[src/rtl/seq_mdu_pkg.sv]
// Shared definitions for the sequential multiply/divide unit.
//   - FSM state encoding (IDLE=0, RUN=1, WB=2)
//   - operation codes (all unsigned)
//   - op-class helper used to steer the iteration step
package seq_mdu_pkg;

  localparam logic [1:0] ST_IDLE = 2'd0;
  localparam logic [1:0] ST_RUN  = 2'd1;
  localparam logic [1:0] ST_WB   = 2'd2;

  localparam logic [1:0] OP_MUL  = 2'b00;  // product, low half
  localparam logic [1:0] OP_MULH = 2'b01;  // product, high half
  localparam logic [1:0] OP_DIV  = 2'b10;  // quotient
  localparam logic [1:0] OP_REM  = 2'b11;  // remainder

  // DIV and REM share the restoring-divide datapath; MUL/MULH share shift-add.
  function automatic logic op_is_div(input logic [1:0] op);
    return op[1];
  endfunction

endpackage

[src/rtl/seq_mdu_if.sv]
// Request / register-file write bus of seq_mdu.
//   master side (issuer): drives start, op, a, b, dst; observes busy, done, we, wa, wd
//   slave side  (seq_mdu): the reverse
interface seq_mdu_if #(
  parameter int dataWidth = 4,
  parameter int addressN  = 3
);
  logic                 start;
  logic [1:0]           op;
  logic [dataWidth-1:0] a;
  logic [dataWidth-1:0] b;
  logic [addressN-1:0]  dst;

  logic                 busy;
  logic                 done;
  logic                 we;
  logic [addressN-1:0]  wa;
  logic [dataWidth-1:0] wd;

  modport master (output start, op, a, b, dst, input  busy, done, we, wa, wd);
  modport slave  (input  start, op, a, b, dst, output busy, done, we, wa, wd);
endinterface

[src/rtl/seq_mdu_step.sv]
// mdu_step: one combinational iteration of the multiply/divide datapath.
//   i_div  : 1 = restoring-divide step, 0 = shift-add multiply step
//   i_hi   : upper register (multiply: product high half, divide: remainder)
//   i_lo   : lower register (multiply: multiplier / product low half,
//            divide: dividend shifting out MSB first / quotient shifting in)
//   i_b    : latched second operand (multiplicand / divisor)
//   o_hi, o_lo : register values after this iteration
module mdu_step #(
  parameter int W = 4
) (
  input  logic         i_div,
  input  logic [W:0]   i_hi,
  input  logic [W-1:0] i_lo,
  input  logic [W-1:0] i_b,
  output logic [W:0]   o_hi,
  output logic [W-1:0] o_lo
);
  logic [W:0]   w_sum;   // multiply partial sum incl. carry
  logic [W:0]   w_shl;   // remainder shifted left with next dividend bit
  logic [W+1:0] w_diff;  // trial subtraction; MSB is the borrow
  logic         w_q;

  always_comb begin
    // i_hi[W] stays 0 while multiplying, so adding the full register is exact.
    w_sum  = i_hi + (i_lo[0] ? {1'b0, i_b} : '0);
    w_shl  = {i_hi[W-1:0], i_lo[W-1]};
    w_diff = {1'b0, w_shl} - {2'b00, i_b};
    w_q    = ~w_diff[W+1];
    if (i_div) begin
      // Divisor 0 never borrows: quotient fills with ones, remainder collects a.
      o_hi = w_q ? w_diff[W:0] : w_shl;
      o_lo = {i_lo[W-2:0], w_q};
    end else begin
      // Shift the {carry, sum, lo} accumulator right by one; LSB of lo retires.
      o_hi = {1'b0, w_sum[W:1]};
      o_lo = {w_sum[0], i_lo[W-1:1]};
    end
  end
endmodule

[src/rtl/seq_mdu.sv]
// seq_mdu: sequential unsigned multiply/divide unit writing its result to a
// register file. One operand bit is processed per RUN cycle (dataWidth cycles),
// followed by a single write-back cycle.
//   clk  : system clock, posedge
//   rst  : asynchronous, active-high reset
//   bus  : seq_mdu_if slave -- start/op/a/b/dst in; busy/done/we/wa/wd out
module seq_mdu
  import seq_mdu_pkg::*;
#(
  parameter int dataWidth = 4,
  parameter int addressN  = 3
) (
  input  logic      clk,
  input  logic      rst,
  seq_mdu_if.slave  bus
);
  localparam int CW = ($clog2(dataWidth) > 0) ? $clog2(dataWidth) : 1;

  logic [1:0]           r_state;
  logic [CW-1:0]        r_cnt;
  logic [1:0]           r_op;
  logic [addressN-1:0]  r_dst;
  logic [dataWidth-1:0] r_b;
  logic [dataWidth:0]   r_hi;
  logic [dataWidth-1:0] r_lo;

  logic [dataWidth:0]   w_hi;
  logic [dataWidth-1:0] w_lo;
  logic [dataWidth-1:0] w_res;
  logic                 w_wb;

  mdu_step #(.W(dataWidth)) u_step (
    .i_div (op_is_div(r_op)),
    .i_hi  (r_hi),
    .i_lo  (r_lo),
    .i_b   (r_b),
    .o_hi  (w_hi),
    .o_lo  (w_lo)
  );

  always_ff @(posedge clk or posedge rst) begin
    if (rst) begin
      r_state <= ST_IDLE;
      r_cnt   <= '0;
      r_op    <= '0;
      r_dst   <= '0;
      r_b     <= '0;
      r_hi    <= '0;
      r_lo    <= '0;
    end else begin
      case (r_state)
        ST_IDLE: if (bus.start) begin
          r_op    <= bus.op;
          r_dst   <= bus.dst;
          r_b     <= bus.b;
          r_hi    <= '0;
          r_lo    <= bus.a;
          r_cnt   <= CW'(dataWidth - 1);
          r_state <= ST_RUN;
        end
        ST_RUN: begin
          r_hi <= w_hi;
          r_lo <= w_lo;
          if (r_cnt == '0) r_state <= ST_WB;
          else             r_cnt   <= r_cnt - 1'b1;
        end
        default: r_state <= ST_IDLE;  // WB lasts exactly one cycle
      endcase
    end
  end

  always_comb begin
    case (r_op)
      OP_MUL:  w_res = r_lo;
      OP_MULH: w_res = r_hi[dataWidth-1:0];
      OP_DIV:  w_res = r_lo;
      default: w_res = r_hi[dataWidth-1:0];
    endcase
  end

  // Outputs decode straight from state so reset clears them without a clock.
  assign w_wb     = (r_state == ST_WB);
  assign bus.busy = (r_state == ST_RUN) || w_wb;
  assign bus.we   = w_wb;
  assign bus.done = w_wb;
  assign bus.wa   = w_wb ? r_dst : '0;
  assign bus.wd   = w_wb ? w_res : '0;
endmodule
[src/flat_wrapper.sv]
// flat-port wrapper written by rule: the top's interface ports become plain ports
module seq_mdu_flat import seq_mdu_pkg::*;
#(
  parameter int dataWidth = 4,
  parameter int addressN  = 3
)
  (clk, rst, bus_start, bus_op, bus_a, bus_b, bus_dst, bus_busy, bus_done, bus_we, bus_wa, bus_wd);
  seq_mdu_if #(.dataWidth(dataWidth), .addressN(addressN)) bus_i ();
  input  logic clk;
  input  logic rst;
  input wire logic [$bits(bus_i.start)-1:0] bus_start;
  input wire logic [$bits(bus_i.op)-1:0] bus_op;
  input wire logic [$bits(bus_i.a)-1:0] bus_a;
  input wire logic [$bits(bus_i.b)-1:0] bus_b;
  input wire logic [$bits(bus_i.dst)-1:0] bus_dst;
  output wire logic [$bits(bus_i.busy)-1:0] bus_busy;
  output wire logic [$bits(bus_i.done)-1:0] bus_done;
  output wire logic [$bits(bus_i.we)-1:0] bus_we;
  output wire logic [$bits(bus_i.wa)-1:0] bus_wa;
  output wire logic [$bits(bus_i.wd)-1:0] bus_wd;
  assign bus_i.start = bus_start;
  assign bus_i.op = bus_op;
  assign bus_i.a = bus_a;
  assign bus_i.b = bus_b;
  assign bus_i.dst = bus_dst;
  assign bus_busy = bus_i.busy;
  assign bus_done = bus_i.done;
  assign bus_we = bus_i.we;
  assign bus_wa = bus_i.wa;
  assign bus_wd = bus_i.wd;
  seq_mdu #(.dataWidth(dataWidth), .addressN(addressN)) u_core (.clk(clk), .rst(rst), .bus(bus_i));
endmodule
[config.mk]
export PLATFORM = sky130hd
export DESIGN_NAME = seq_mdu_flat
export DESIGN_NICKNAME = d
export VERILOG_FILES = /design/src/rtl/seq_mdu_pkg.sv /design/src/rtl/seq_mdu_if.sv /design/src/rtl/seq_mdu_step.sv /design/src/rtl/seq_mdu.sv /design/src/flat_wrapper.sv
export SDC_FILE = /design/constraint.sdc
export NUM_CORES = 1
export LEC_CHECK = 0
export BUFFER_PORTS_ARGS = -buffer_cell sky130_fd_sc_hd__buf_2
export CORE_MARGIN = 3
export CORE_UTILIZATION = 35
export DETAILED_ROUTE_END_ITERATION = 8
export PLACE_DENSITY_LB_ADDON = 0.2
export REMOVE_ABC_BUFFERS = 1
export SETUP_SLACK_MARGIN = 0.5
export SYNTH_ARGS = -nofsm -noshare
export SYNTH_HDL_FRONTEND = slang
export SYNTH_SLANG_ARGS = --single-unit
[constraint.sdc]
create_clock -name clk -period 1.7 [get_ports clk]
set_input_delay 0.34 -clock clk [delete_from_list [all_inputs] [get_ports clk]]
set_output_delay 0.34 -clock clk [all_outputs]
set_load 0.1 [all_outputs]
== Word level (Yosys, flattened, before mapping) ==
Index checks and enable logic that the tools add are counted.

* $add $sub $neg: 3
* Order comparisons: 0
* Muxes and demuxes: 17
* Eq/ne operators: 6
* Multipliers: 0
* Divide/modulo/power cells: 0
* Reduce and logical (&&, ||, !) cells: 10
* Bitwise gates (word level): 1
* Shift operators: 0

{| class="wikitable"
|+ Operators with widths
! cell !! number
|-
| $mux W4 || 5
|-
| $mux W5 || 3
|-
| $pmux W5 S2 || 1
|-
| $mux W2 || 4
|-
| $pmux W2 S2 || 2
|-
| $pmux W4 S2 || 1
|-
| $logic_not A2 Y1 || 3
|-
| $reduce_and A2 Y1 || 3
|-
| $sub A5 B4 Y6 || 1
|-
| $add A5 B5 Y5 || 1
|-
| $eq A2 B2 Y1 const B || 2
|-
| $ne A2 B2 Y1 const B || 2
|-
| $mux W3 || 1
|-
| $reduce_and A3 Y1 || 1
|-
| $eq A2 B1 Y1 const B || 1
|-
| $ne A2 B1 Y1 const B || 1
|-
| $reduce_bool A2 Y1 || 1
|-
| $reduce_or A2 Y1 || 1
|-
| $sub A2 B1 Y2 const B || 1
|-
| $logic_or A1 B1 Y1 || 1
|-
| $not A1 Y1 || 1
|}

* Output and inout port bits: 10
* Bits in read-only memories: 0
* RAM bits: 0
* Word-level logic and storage cells: 44
* Input port bits: 16
* Memories kept: 0
* Flip-flop bits (word level): 22
* Bits in latches: 0

== Longest topological paths before layout ==
Gate-level depths: netlist of run 1.

* Word-level depth: 4
* Mapped depth: 8
* Gate-level depth less buffers: 7

== Modules after synthesis ==
From an unflattened synthesis of run 1, not the netlist that was laid out.

* Cell total of the unflattened synthesis: 174
* Area, all modules: 1687.9 um2

{| class="wikitable"
|+ Modules (own cells, without submodules)
! module !! times used !! area each (um2) !! sequential area each (um2) !! cells each
|-
| seq_mdu || 1 || 1194.9 || 550.5 || 113
|-
| mdu_step || 1 || 493.0 || 0.0 || 61
|}

== Worst setup path after synthesis of run 1 ==
No wires, ideal clock.

* Kind: register -> output
* From: register u_core.r_state[0]
* To: output bus_wd[0]
* Arrival time: 2.779 ns
* Stages on the path, launching flop included: 4
* Buffers on the path: 0
* Required time: 1.360 ns
* Slack: -1.419 ns
* Cells stage by stage: dfrtp_1 > inv_1 > ha_1 > nor2b_1

* Longest elaborated chain between the ends: 2

{| class="wikitable"
|+ RTL lines
! what !! line !! source
|-
| start: declaration || seq_mdu.sv:19 || <nowiki>logic [1:0] r_state;</nowiki>
|-
| start signal: assignment || seq_mdu.sv:43 || <nowiki>r_state <= ST_IDLE;</nowiki>
|-
| start signal: assignment || seq_mdu.sv:59 || <nowiki>r_state <= ST_RUN;</nowiki>
|-
| start signal: assignment || seq_mdu.sv:64 || <nowiki>if (r_cnt == '0) r_state <= ST_WB;</nowiki>
|-
| $eq A2 B2 Y1 || seq_mdu.sv:82 || <nowiki>assign w_wb = (r_state == ST_WB);</nowiki>
|-
| named net bus_done || flat_wrapper.sv:17 || <nowiki>output wire logic [$bits(bus_i.done)-1:0] bus_done;</nowiki>
|-
| $mux W4 || seq_mdu.sv:87 || <nowiki>assign bus.wd = w_wb ? w_res : '0;</nowiki>
|-
| end: declaration || flat_wrapper.sv:20 || <nowiki>output wire logic [$bits(bus_i.wd)-1:0] bus_wd;</nowiki>
|}

The timed path passes the listed nets, and every way through them passes these cells.

== Worst setup path after layout of run 1 ==
* From: register u_core.r_lo[0]
* To: register u_core.r_hi[0]

* Longest elaborated chain between the ends: 4

{| class="wikitable"
|+ RTL lines
! what !! line !! source
|-
| start: declaration || seq_mdu.sv:25 || <nowiki>logic [dataWidth-1:0] r_lo;</nowiki>
|-
| start signal: assignment || seq_mdu.sv:57 || <nowiki>r_lo <= bus.a;</nowiki>
|-
| start signal: assignment || seq_mdu.sv:63 || <nowiki>r_lo <= w_lo;</nowiki>
|-
| $mux W4 || seq_mdu_step.sv:25 || <nowiki>w_sum = i_hi + (i_lo[0] ? {1'b0, i_b} : '0);</nowiki>
|-
| $add A5 B5 Y5 || seq_mdu_step.sv:25 ||
|-
| $mux W5 || seq_mdu_step.sv:29 || <nowiki>if (i_div) begin</nowiki>
|-
| $pmux W5 S2 || seq_mdu.sv:51 || <nowiki>case (r_state)</nowiki>
|-
| end signal: assignment || seq_mdu.sv:62 || <nowiki>r_hi <= w_hi;</nowiki>
|-
| end: declaration || seq_mdu.sv:24 || <nowiki>logic [dataWidth:0] r_hi;</nowiki>
|}

No other way between the ends.
A chain may end at the register's enable or synchronous reset.

==> results of run 1 <==
[flip-flops by register name, indices dropped and copies added, names as in the netlist]
register	flops
u_core.r_b	4
u_core.r_dst	3
u_core.r_lo	4
u_core.r_op	2
u_core.r_cnt	2
u_core.r_hi	5
u_core.r_state	2
[critical path: cells and delay by family, from the launching register on]
kind / cells / cell delay (ns)
flip-flops: 1 / 0.43
adder cells (fa/ha/maj): 2 / 0.66
AND/OR/NAND/NOR: 3 / 0.38
AO/OA/AOI/OAI: 1 / 0.21
[path summary, 6_finish.rpt]
kind	startpoint	endpoint	slack [ns]	cells after the start
max in group asynchronous	rst	u_core.r_op[0]	1.35	3
max reg2reg	u_core.r_lo[0]	u_core.r_hi[0]	-0.06	6
max	u_core.r_lo[0]	u_core.r_hi[0]	-0.06	6
min	rst	u_core.r_dst[1]	0.1	3
min reg2reg	u_core.r_dst[2]	u_core.r_dst[2]	0.52	1
min in group clk	bus_b[1]	u_core.r_b[1]	0.30	2
[routing by layer]
| metal | global-route usage, % | share of wire, % | up-vias |
|---|---|---|---|
| li1 | - | - | 701 |
| met2 | 28.78 | 51 | 46 |
| met1 | 22.46 | 43 | 738 |
| met3 | 4.595 | 4.8 | 6 |
| met5 | 0 | 0 | - |
| met4 | 5.929 | 1.1 | 0 |
[area by class of cell]
type	count	area, µm²
tap	52	65.06
clock buffer	3	41.29
multi-input combinational	129	1374
clock inverter	1	30.03
timing repair buffer	53	541.8
inverter	12	57.56
sequential	22	553.0
fill	361	1782
[kinds of logic after synthesis]
kind of cell / synth area share (%)
AND/OR/NAND/NOR: 19.72
multiplexers: 11.93
XOR/XNOR: 1.606
AO/OA/AOI/OAI: 16.21
flip-flops: 33.64
buffers and inverters: 5.274
adder cells (fa/ha/maj): 11.62
[metrics by stage]
step                hold slack (ns)  std cells  utilization [%]  worst slack (ns)
floorplan                    0.3292        162                -            -2.092
global placement             0.3923        257            46.59          -0.09887
detailed placement           0.3976        257            46.59           -0.1577
CTS                         0.09491        266            54.53          -0.04800
global route                 0.1242        272            59.91           -0.1261
finish                      0.09602        272            59.91          -0.06140
[synthesized netlist by cell type, drive strengths merged, types with 2 or more instances]
master  count
ha         12
a211oi      4
inv        12
and3b       2
nor2b       5
buf         6
nand2      12
nor4b       2
dfrtp      22
nand3b      2
or2         2
nand3       2
fa          2
o21ai       8
mux2        9
a21oi      13
xor2        2
and2        7
nor3        2
mux2i       9
o2111a      2
nand2b      2
nor2       13
[timing repair]
item	4_1_cts	5_1_grt
gates resized for setup	58	50
hold buffers	0	0
endpoints found under the setup margin	32	32
pin swaps	17	14
buffers inserted	5	5
cloned	0	1
==> results.md, run 1 <==
Clock network:
- For the worst-skew pair, the clock arrives at the later sink with an insertion delay of 0.27 ns.
- The root buffer cell chosen for the clock tree is clkbuf_8.
- The register clock-pin slew on the reported worst setup and hold paths is roughly 0.090 ns.
- TritonCTS built the clock tree.
- The clock passes through at most 2 buffers.
- The number of buffers inserted during clock tree synthesis is 3.
- The H-tree depth reported by CTS is 1.
- The clock drives 22 sinks.

Critical path:
- The largest single stage delay on the critical path is a little over 0.5 ns.
- The cell at the slowest stage of the critical path is fa_2.
- The signal on the critical path passes through and2_4, ha_4, fa_2, nor2_1, o21a_1, nor3_2.
- At the worst endpoint, the required time is about 1.9 ns.
- The kind of end point of the critical path is a flop.
- Data arrives at the worst endpoint at 1.96 ns.
- The worst setup path is launched from a flop.
- The largest driver fanout on the critical path is 5.
- The critical path start-end classification is flop to flop.

Route:
- The wire length per cell is roughly 17 µm.
- The first-pass iteration count of the detailed router is 4.
- For this block, the initial DRC count from the detailed router was 67.
- The total wire length after detailed routing is ~4.7 mm.
- The detail route stage leaves a number of antenna-violating nets equal to 0.
- The via total after detailed routing is 1,491.
- The residual DRC count is 0.
- The average via count per standard cell is between 5 and 6.

GRT:
- Summed over all layers, the global routing overflow is 0.
- Across every metal layer, demand over resource in global routing totals 17.55%.
- The first global-routing pass estimated 7.445 mm of wire.
- The pin count of the biggest net entering global routing is 23.
- The via count of the first global-routing pass is between 1,500 and 2,000.
- The number of antenna violations at the first check in global routing came to 0.

Yosys:
- The cell area that synthesis handed to floorplanning was 0.001637 mm².
- The leading register cell type out of synthesis is dfrtp_1.
- The instance count of the mapped netlist is around 170.
- In this run, synthesis inferred 0 flip-flops with an integrated enable.
- In the synthesized netlist the async set-or-reset flop fraction comes to 100.0%.
- After synthesis, flip-flops and latches occupy 33.64% of the total area.
- In this run, synthesis produced a sequential element count of 22.
- Averaged over all synthesized cells, the footprint is 9.684 µm².
- The number of distinct library cells after synthesis is 49.
- The top cell type's share of synthesized area is between 30% and 40%.
- The biggest area contributor in the post-synthesis netlist is dfrtp_1.
- The count of yosys warnings during synthesis is 0.
- By area the synthesized netlist is led by dfrtp_1, ha_1, mux2_2.

Finish:
- In the layout the commonest cells are dfrtp_1, buf_2, buf_4.
- The leading cell type in the layout, fill and taps excluded is dfrtp_1.
- After the last flow step, the layout net total stands at 251.
- The finished cells cover roughly 0.0027 mm².
- Compared with the post-synthesis result, the final layout area differs by 62.69%.
- 0 antenna diodes ended up in the layout.
- The layout cell share with drive strength beyond 1 is 62.73%.

Place:
- At the end of routability-driven placement, the weighted congestion stood at 0.9587.
- The total placed instance area is roughly 0.0021 mm².
- Detailed placement ended at an HPWL of 3.152 mm.
- During placement, the flow inserted port buffers numbering 25.

Floorplan:
- The floorplan has 24 rows.
- The core outline area is 0.004444 mm².
- 26 I/O pins were placed.
- Measured along the y axis, the die boundary spans 74.38 µm.
- The die is roughly 74 µm wide.
- The die covers ~0.0055 mm².
- For this configuration, the core starts out at a cell density of 36.82%.

STA:
- Derived from the worst setup path, the maximum achievable clock frequency is 567.7 MHz.
- The final critical-path required period is 1.761 ns.
- In the post-route analysis, the smallest setup slack over all paths is -0.06140 ns.
- The final critical-path share of the clock period is 103.6%.
- The count of endpoints failing hold in the final timing report is 0.
- The transition time at the pin with the least slew margin is 0.4282 ns.
- The count of pins over their slew limit came to 0.
- The headroom to the max-slew limit is a little under three quarters.
- The setup total negative slack is -0.1578 ns.
- The final count of negative-setup-slack endpoints is 8.
- The clock skew after layout is ~0.0029 ns.
- Setup repair after global routing could not meet its margin everywhere.

Job:
- The max-capacitance violation count is 0.

Outcome:
- The run finished, with violations left.
- The final reports fail on setup timing.

Worst hold path:
- The path class of the lowest-slack min-delay path is input pin to async pin.
Power of run 1 is left out: the tool's default activity adds up to more than one toggle a clock period on the data nets, which glitch-free logic cannot reach.
==> run 2, diff against run 1 <==
- MAX_ROUTING_LAYER: unset -> met4
- clock period: 1.7 -> 1.4 ns (I/O delays scaled with it)
==> run 2 against run 1 <==
The flow still finishes with violations (setup timing). Core utilization grew 3.4 points. Largest cell class unchanged. Sequential share of layout area shrank 1.1 points. Maximum frequency grew 1.7%. Worst setup slack lost 0.27 ns. Wire length grew 4.0%. Clock skew is essentially flat. Flip-flop and latch count is the same. Count of clock-buffer cells in the layout is the same. Register-to-register slack lost 0.27 ns. Design area grew 5.7%. Via count grew 4.6%.
==> results.md, run 2 (synthesis gave the netlist of run 1 again) <==
GRT:
- Entering global routing, the biggest net connects 23 pins.
- The via count of the first global-routing pass is between 1,500 and 2,000.
- The total congestion overflow after global routing is 0.
- Global routing consumed, on the met2 layer, a little under a third of the routing resources.
- met2 is the most crowded layer.
- For this run, global-route usage on met1 was measured as 24.38%.
- The number of antenna violations at the first check in global routing was 0.
- The combined global-route utilization of all metal layers is 19.13%.
- The global-route wire length before repair is 7.914 mm.
- Global routing used 3.243% of the available met3 tracks.

STA:
- The final critical-path required period is 1.732 ns.
- The count of pins over their slew limit is 0.
- The final critical-path share of the clock period is 123.7%.
- The final count of negative-setup-slack endpoints is 30.
- Hold is met by 0.05091 ns.
- The count of endpoints failing hold in the final timing report came to 0.
- Setup repair after global routing could not meet its margin everywhere.
- The transition time at the pin with the least slew margin is between 0.3 and 0.4 ns.
- The final worst-path setup slack is -0.3321 ns.
- The clock skew after layout is 0.002783 ns.
- The maximum frequency from static timing analysis is 577.3 MHz.
- Measured against its own limit, the worst slew margin works out to 75.67%.

Clock network:
- The H-tree depth reported by CTS is 1.
- The register clock-pin slew on the reported worst setup and hold paths is about 0.08 ns.
- The root buffer cell chosen for the clock tree is clkbuf_8.
- The clock tree from TritonCTS is built.
- In this run the deepest clock path goes through 2 buffers.
- The clock latency at the later pin of the worst-skew pair is 0.26 ns.
- For this design, the sink count on the clock tree is 22.
- The number of buffers inserted during clock tree synthesis is 3.
- For this design, the CTS-stage hold fixing added 0 buffers.

Finish:
- The layout cell share with drive strength beyond 1 is between 60% and 70%.
- The non-filler instance count after layout is 296.
- The number of inserted diodes is 0.
- The largest registers in the layout are u_core.r_hi: 5 flops, u_core.r_b: 4 flops, u_core.r_lo: 4 flops.
- The top cell types in the final layout, fill and taps aside, are buf_4, dfrtp_1, buf_2.
- With fillers left out, the area of the finished cells amounts to 0.002814 mm².
- The net count of the finished layout is 276.
- The area growth from synthesis to final layout is 71.94%.
- The register with the most flip-flops in the layout has 5 of them.
- The leading cell type in the layout, fill and taps excluded is buf_4.
- The count of fill cells added during filler insertion is between 300 and 400.
- Ranked by flip-flop count, first place goes to u_core.r_hi.

Floorplan:
- The core outline area is 0.004444 mm².
- The count of boundary I/O pins is 26.
- The height of the chip is 74.38 µm.
- The floorplan step defined a die boundary enclosing 0.005532 mm².
- Row generation in the floorplan step produced 24 rows.
- For this configuration, the core starts out at a cell density of 36.82%.
- The floorplan step set the die width to 74.38 µm.

Outcome:
- The flow ran to the end, but the final reports show violations.
- The final reports fail on setup timing.

Power:
- Across the VDD grid, the largest voltage drop is 1543 µV.
- The power density over the cells is 2828 mW/mm².
- The standby leakage power is 1.269 nW.

Route:
- The first-pass iteration count of the detailed router is 4.
- After detailed routing, the average wire length per cell comes to between 15 and 20 µm.
- After detailed routing, the number of remaining DRC violations is 0.
- The final layout contains routed wiring with a total length of between 4 and 5 mm.
- Once detail routing completed, the nets flagged for antenna violations numbered 0.
- The average via count per standard cell is 5.270.
- The number of violations reported at the end of detailed-routing iteration 0 is 59.
- Summing over every cut layer, the via total after detailed routing is around 1,600.

Critical path:
- The largest driver fanout on the critical path is 3.
- The required time of the worst setup path is 1.59 ns.
- The worst setup path is launched from a flop.
- The kind of end point of the critical path is a flop.
- The worst setup path is of the flop to flop kind.
- For the worst setup path, the data arrival time is around 1.9 ns.

Place:
- The estimated wirelength of the detail-placed design is 3.283 mm.
- The count of buffers added on input and output ports is 25.
- The total placed instance area is 0.002211 mm².
- At the end of routability-driven placement, the weighted congestion stood at 0.9655.
- The placed cell count is 274.

Job:
- The tool flagged a number of max-cap violations equal to 0.

Worst hold path:
- The path class of the lowest-slack min-delay path is input pin to async pin.
-- run 2: changes by cell type in the layout (fill, tap and decap cells not counted), sizes merged --
cell,change
bufinv,-1
buf,+25
inv,+2
clkinv,-1
nand2,-1
-- run 2: worst max-delay path, stage by stage, from the launching register on --
cell and delay, ns:
dfrtp_1 0.42, and2_4 0.18, ha_4 0.15, fa_2 0.54
nor2_2 0.05, o21a_1 0.19, nor3_2 0.13
-- run 2: through the flow --
| step | utilization (%) | power (mW) | setup TNS, ns | setup WS [ns] |
|---|---|---|---|---|
| CTS | 60.19 | 7.378 | -4.516 | -0.3394 |
| detailed placement | 49.75 | 5.570 | -3.493 | -0.4215 |
| finish | 63.32 | 7.959 | -4.967 | -0.3321 |
| global placement | 49.75 | 5.445 | -2.835 | -0.3936 |
| floorplan | - | 3.864 | -18.60 | -2.332 |
| global route | 63.32 | 8.446 | -6.840 | -0.4010 |
-- run 2: final timing paths --
check	start	depth (start not counted)	to	slack, ns
worst min register to register	u_core.r_dst[1]	1	u_core.r_dst[1]	0.52
worst max register to register	u_core.r_b[0]	6	u_core.r_hi[0]	-0.33
min in group clk	bus_b[0]	2	u_core.r_b[0]	0.24
max in group asynchronous	rst	3	u_core.r_hi[1]	1.10
worst min-delay path	rst	3	u_core.r_dst[1]	0.05
worst max-delay path	u_core.r_b[0]	6	u_core.r_hi[0]	-0.33
-- run 2: what timing repair did --
item	4_1_cts	5_1_grt
endpoints found under the setup margin	32	32
buffers inserted	11	6
cloned	2	0
pin swaps	20	7
resized for setup	78	24
-- run 2: area by class of cell --
type                       count  area (µm²)  area share [%]
clock buffer                   3       41.29           1.467
timing repair buffer          78       765.7           27.21
timing repair inverter         1       6.256          0.2223
multi-input combinational    128        1331           47.31
tap                           52       65.06           2.312
sequential                    22       554.3           19.70
inverter                      12       50.05           1.779
-- run 2: layer usage --
layer	vias up	routed length, µm
met2	44	2459
met5	-	0
met4	0	80
met3	10	188
met1	756	2197
li1	750	-
-- run 2: report_power, final --
group / internal [mW] / switching (mW) / total, mW / leakage (nW)
clock network: 0.192 / 0.216 / 0.408 / 0.0216
logic: 3.25 / 3.00 / 6.25 / 0.981
registers: 0.950 / 0.351 / 1.30 / 0.266
total: 4.39 / 3.57 / 7.96 / 1.27
No activity file was read; power rests on OpenSTA's default activity.
